**config.mk**
```make
export PLATFORM = sky130hd
export DESIGN_NAME = edge_event_arbiter
export DESIGN_NICKNAME = d
export VERILOG_FILES = /design/src/rtl/edge_arb_pkg.sv /design/src/rtl/edge_event_arbiter_det.sv /design/src/rtl/edge_event_arbiter.sv
export SDC_FILE = /design/constraint.sdc
export NUM_CORES = 1
export LEC_CHECK = 0
export ABC_AREA = 0
export CORE_UTILIZATION = 39
export DETAILED_ROUTE_END_ITERATION = 16
export GPL_ROUTABILITY_DRIVEN = 0
export HOLD_SLACK_MARGIN = 0.02
export MAX_ROUTING_LAYER = met4
export PLACE_DENSITY_LB_ADDON = 0.3
export SLEW_MARGIN = 25
export SYNTH_ARGS = -nofsm -noshare
export SYNTH_HDL_FRONTEND = slang
export SYNTH_SLANG_ARGS = --single-unit
```
**constraint.sdc**
```tcl
create_clock -name clk -period 1.53 [get_ports clk]
set_input_delay 0.3825 -clock clk [delete_from_list [all_inputs] [get_ports clk]]
set_output_delay 0.3825 -clock clk [all_outputs]
set_load 0.1 [all_outputs]
```
**src/rtl/edge_arb_pkg.sv**
```systemverilog
// Shared types and helpers for the edge event arbiter.
package edge_arb_pkg;

    // Channel detector states; 2'b11 is unreachable and decodes to S0.
    localparam logic [1:0] S0 = 2'b00;
    localparam logic [1:0] S1 = 2'b01;
    localparam logic [1:0] S2 = 2'b10;

    localparam int MAX_CH = 16;

    typedef enum logic {
        A_IDLE  = 1'b0,
        A_OFFER = 1'b1
    } arb_state_t;

    // Round-robin pick: first set bit scanning ptr, ptr+1, ... modulo n.
    // Returns ptr when nothing is pending (caller only uses it when something is).
    function automatic logic [3:0] rr_pick(input logic [MAX_CH-1:0] pending,
                                           input logic [3:0]        ptr,
                                           input int                n);
        logic [3:0] idx;
        logic       found;
        int         j;
        idx   = ptr;
        found = 1'b0;
        for (int k = 0; k < MAX_CH; k++) begin
            if (k < n) begin
                j = (int'(ptr) + k) % n;
                if (!found && pending[j]) begin
                    idx   = 4'(j);
                    found = 1'b1;
                end
            end
        end
        return idx;
    endfunction

endpackage

```
**src/rtl/edge_event_arbiter_det.sv**
```systemverilog
// One channel's 0->1 pattern detector; hit pulses on the edge entering S2.
module edge_det_ch
    import edge_arb_pkg::*;
(
    input  logic clk,
    input  logic reset,
    input  logic enable,
    input  logic a,
    output logic hit
);

    logic [1:0] state, state_nxt;

    // State register.
    always_ff @(posedge clk or posedge reset) begin
        if (reset) state <= S0;
        else       state <= state_nxt;
    end

    // Next-state logic; disable parks the channel in S0.
    always_comb begin
        state_nxt = S0;
        if (enable) begin
            case (state)
                S0:      state_nxt = a ? S0 : S1;
                S1:      state_nxt = a ? S2 : S1;
                S2:      state_nxt = a ? S0 : S1;
                default: state_nxt = S0;
            endcase
        end
    end

    // S2 is never re-entered from itself, so next==S2 marks entry.
    assign hit = (state_nxt == S2);

endmodule

```
**src/rtl/edge_event_arbiter.sv**
```systemverilog
// Per-channel edge detectors feeding a one-deep pending queue, drained
// round-robin onto a single valid/ready event port.
module edge_event_arbiter
    import edge_arb_pkg::*;
#(
    parameter int N_CH  = 4,
    parameter int CNT_W = 8
) (
    input  logic                    clk,
    input  logic                    reset,
    input  logic                    enable,
    input  logic [N_CH-1:0]         a_in,
    output logic                    evt_valid,
    input  logic                    evt_ready,
    output logic [$clog2(N_CH)-1:0] evt_ch,
    output logic [N_CH-1:0]         ovr,
    input  logic                    ovr_clr,
    output logic [CNT_W-1:0]        evt_total
);

    localparam int IW = $clog2(N_CH);

    logic [N_CH-1:0] hit, pending, consume;
    logic [IW-1:0]   rr_ptr, ch_pick, ch_nxt;
    logic            hs, valid_nxt;
    arb_state_t      state, state_nxt;

    genvar g;
    generate
        for (g = 0; g < N_CH; g++) begin : g_ch
            edge_det_ch u_det (
                .clk    (clk),
                .reset  (reset),
                .enable (enable),
                .a      (a_in[g]),
                .hit    (hit[g])
            );
        end
    endgenerate

    assign hs      = (state == A_OFFER) && evt_ready;
    assign consume = hs ? (N_CH'(1) << evt_ch) : '0;
    assign ch_pick = IW'(rr_pick(MAX_CH'(pending), 4'(rr_ptr), N_CH));

    // Arbiter state register.
    always_ff @(posedge clk or posedge reset) begin
        if (reset) state <= A_IDLE;
        else       state <= state_nxt;
    end

    // Arbiter next state: offer when anything is queued, return on handshake.
    always_comb begin
        state_nxt = state;
        if (state == A_IDLE) begin
            if (|pending) state_nxt = A_OFFER;
        end else begin
            if (evt_ready) state_nxt = A_IDLE;
        end
    end

    // Arbiter outputs (registered below): channel loads only when leaving idle.
    always_comb begin
        valid_nxt = (state_nxt == A_OFFER);
        ch_nxt    = evt_ch;
        if (state == A_IDLE && |pending) ch_nxt = ch_pick;
    end

    // Output registers; async reset drops an in-flight offer immediately.
    always_ff @(posedge clk or posedge reset) begin
        if (reset) begin
            evt_valid <= 1'b0;
            evt_ch    <= '0;
        end else begin
            evt_valid <= valid_nxt;
            evt_ch    <= ch_nxt;
        end
    end

    // Pending/overrun bookkeeping; a detection coinciding with its own
    // handshake is a fresh event, not an overrun, and overrun beats clear.
    always_ff @(posedge clk or posedge reset) begin
        if (reset) begin
            pending <= '0;
            ovr     <= '0;
        end else begin
            pending <= (pending & ~consume) | hit;
            ovr     <= (ovr_clr ? '0 : ovr) | (hit & pending & ~consume);
        end
    end

    // Round-robin pointer and saturating delivered-event counter.
    always_ff @(posedge clk or posedge reset) begin
        if (reset) begin
            rr_ptr    <= '0;
            evt_total <= '0;
        end else if (hs) begin
            rr_ptr <= (evt_ch == IW'(N_CH - 1)) ? '0 : evt_ch + 1'b1;
            if (~&evt_total) evt_total <= evt_total + 1'b1;
        end
    end

endmodule

```
==> metrics.md <==
| Metric | Value |
|---|---|
| Run status | `completed` |
| Grt ovf | `0` |
| # DRC | `0` |
| Max-slew violations | `0` |
| Area growth, synth to finish | `53.5%` |
| Post-route ant nets | `0` |
| Critical Path Source Type | `flip-flop` |
| Worst path max stage delay | `510 ps` |
| CP Max Fanout | `3` |
| EDFF count, synth | `0` |
| Clock buffer count from CTS | `5` |
| Count of final hold-check violations | `0` |
| Area of the mapped netlist | `1290 um^2` |
| First-pass GRT wire length | `4780 um` |
| Sequential area share after synthesis | `56.0%` |
| 1st-iter DRT viols | `26` |
| I/O Pins | `24` |
| Slowest CP cell | `dfrtp_4` |
| Total die area | `3560 um^2` |
| Root buffer cell | `clkbuf_4` |
| Max Cap Viol | `0` |
| Primary FF master, synth | `dfrtp_1` |
| Max Buffers Root-to-Sink | `2` |
| Peak Freq | `663 MHz` |
| Crit path depth | `2` |
| GRT Overall Usage | `19.8%` |
| Hpwl dp | `2190 um` |
| Async set-reset flop share out of synthesis | `100%` |
| Clock Latency Late Sink | `340 ps` |
| Min-delay worst type | `primary input to asynchronous set/reset pin` |
| CP Buf/Inv Count | `2` |
| P per Cell Area | `2160 nW/um^2` |
| CTS tree | `built` |
| Max-slew headroom | `76.1%` |
| Synthesized Nets | `around 140` |
| Critical path required time | `1150 ps` |
| Worst setup path end | `evt_total[0]` |
| CTS H-Tree Depth | `2` |
| Hold Buf Count CTS | `0` |
| Routed vias | `1098` |
| Final setup TNS | `0 ps` |
| Die X | `roughly 60 um` |
| Worst-Margin Slew | `359 ps` |
| Vias per inst | `5.18` |
| CP Launch Point | `evt_total[0]` |
| Post-Syn Instances | `124` |
| Avg Synthesized Cell Area | `10.4 um^2` |
| Reg2Reg Setup Slack | `50 ps` |
| Launch point of the worst reg-to-reg path | `evt_total[1]` |
| Critical path's top delay family | `flip-flops` |
| Clock Skews | `16.9 ps` |
| Final setup viols | `0` |
| Reg clk slew, reported paths | `100 ps` |
| WS Path Type | `flip-flop to output port` |
| Initial Util | `41.7%` |
| Nets | `181` |
| WL/cell | `about 14 um` |
| Initial antenna violation count | `0` |
| Flop pwr share | `around 30%` |
| Final Util | `around 64%` |
| Sw frac | `between 40% and 50%` |
| Leak | `0.909 nW` |
| Vias in the first global route | `1070` |
| N_diodes | `0` |
| Logic gate share of total power | `54.1%` |
| Final Cycle Share | `98.5%` |
| Crit-path cells | `buf_6, buf_12` |
| Yosys reg bits | `29` |
| CP endpoint kind | `output port` |
| Reg2Reg Depth | `5` |
| Final WL | `2870 um` |
| Drt first pass iters | `4` |
| Yosys warning total | `0` |
| IO buf count | `23` |
| Dpl ws | `-168 ps` |
| Min Clock Period, post-route | `around 1500 ps` |
| Share of cells above drive strength 1 | `roughly a third` |
| CP Data Arrival Time | `roughly 1100 ps` |
| Worst vdd ir | `roughly 1.6 mV` |
| Die H | `between 50 and 60 um` |
| Num rows | `20` |
| Core box area | `3100 um^2` |
| R2R Path End | `evt_total[1]` |
| NetSw | `between 1.5 and 2 mW` |
| RSZ-0062 raised after global routing | `true` |
| Clock network fraction of total power | `15.2%` |
| Cell Int Power | `2.35 mW` |
| Distinct cells, synth | `31` |
| Clock sink count | `29` |
| Largest net degree at the start of global routing | `30` |
| PnR worst setup slack | `22.8 ps` |
-- worst register-to-register path, delay by kind of cell, from the launching register on --
| kind | cells | cell delay, ps |
|---|---|---|
| fa+ha+maj | 1 | 160 |
| flops | 1 | 440 |
| simple gates | 3 | 470 |
| mux | 1 | 300 |
-- metrics by stage --
step           std cells  cell area, um^2  total power [mW]  hold WS [ps]
5_1_grt              212             1990              4.50           406
3_5_place_dp         203             1890              3.61           446
6_report             212             1990              4.30           366
4_1_cts              211             1980              4.29           371
3_3_place_gp         203             1890              3.54           425
2_1_floorplan        124             1350              2.68           410
-- cell usage in the layout, fill, tap and decap left out, types with 5 or more instances in the layout --
master | Yosys | final
dfrtp_4 | 0 | 6
inv_1 | 15 | 15
dfrtp_2 | 0 | 5
clkbuf_4 | 0 | 5
nor2_1 | 6 | 6
buf_12 | 0 | 16
clkdlybuf4s50_1 | 0 | 8
dfrtp_1 | 29 | 18
nand2_1 | 22 | 20
buf_4 | 0 | 11
-- cell usage after synthesis, types with 2 or more instances --
library cell | instances | area share (%)
nand3_1 | 4 | 1.5
nand4_1 | 2 | 0.97
mux2_2 | 2 | 1.7
nor2_1 | 6 | 1.7
a221oi_1 | 2 | 1.4
a21oi_1 | 4 | 1.5
o22ai_1 | 4 | 1.9
nand4b_1 | 4 | 2.7
dfrtp_1 | 29 | 56
nor2b_1 | 2 | 0.97
ha_1 | 5 | 4.8
o21ai_0 | 2 | 0.77
inv_1 | 15 | 4.3
nand2_1 | 22 | 6.4
a211oi_1 | 4 | 2.3
xnor2_1 | 2 | 1.4
-- power by group through the flow --
stage | Sequential, mW | Combinational [mW] | Clock [mW]
after floorplan | 2.14 | 0.544 | 0
after global placement | 1.31 | 2.23 | 0
after detailed placement | 1.33 | 2.29 | 0
after CTS | 1.31 | 2.31 | 0.667
after global routing | 1.35 | 2.45 | 0.709
final | 1.32 | 2.33 | 0.655
-- what timing repair did --
action                     in CTS  in global routing
resized for setup               2                  1
setup endpoints to repair       2                  3
pin swaps                       0                  1
buffers inserted                0                  1
-- state kept, by name, indices dropped and copies added (netlist names) --
| signal | flops |
|---|---|
| pending | 4 |
| evt_valid | 1 |
| evt_ch | 2 |
| evt_total | 8 |
| g_ch.u_det.state | 8 |
| rr_ptr | 2 |
| ovr | 4 |
-- worst min path at each step --
stage          slack, ps  depth (start not counted)                    from                      to
6_report             370                          3                   reset              pending[2]
5_1_grt              410                          3                   reset                  ovr[2]
4_1_cts              370                          3                   reset              pending[2]
3_5_place_dp         450                          1  g_ch[3].u_det.state[1]  g_ch[3].u_det.state[0]
3_3_place_gp         420                          1  g_ch[1].u_det.state[1]  g_ch[1].u_det.state[0]
2_1_floorplan        410                          1  g_ch[1].u_det.state[1]  g_ch[1].u_det.state[0]
-- cell families after synthesis --
family	count (synthesis)	synth area share (%)
buffers and inverters	16	4.73
muxes	3	2.61
adders and majority gates	5	4.83
AOI/OAI and AO/OA	23	12.6
xor gates and xnor gates	2	1.35
DFF	29	56.0
and+or+nand+nor	46	17.9
-- cell type report --
cell class / instances / area, um^2
clock inverter: 1 / 30.0
inverter: 15 / 56.3
timing repair buffer: 37 / 505
tap: 44 / 55.1
clock buffer: 7 / 55.1
multi-input combinational: 79 / 532
sequential: 29 / 754
fill: 245 / 1110
-- per-layer routing --
metal / GRT usage [%] / vias up / routed length (um) / part of all wire, %
met5: - / - / 0 / 0
met4: 7.97 / 0 / 50 / 1.7
met3: 7.86 / 7 / 144 / 5.0
met2: 30.3 / 30 / 1490 / 52
met1: 23.2 / 545 / 1180 / 41
li1: - / 516 / - / -
Power figures use the tool's default switching activity.
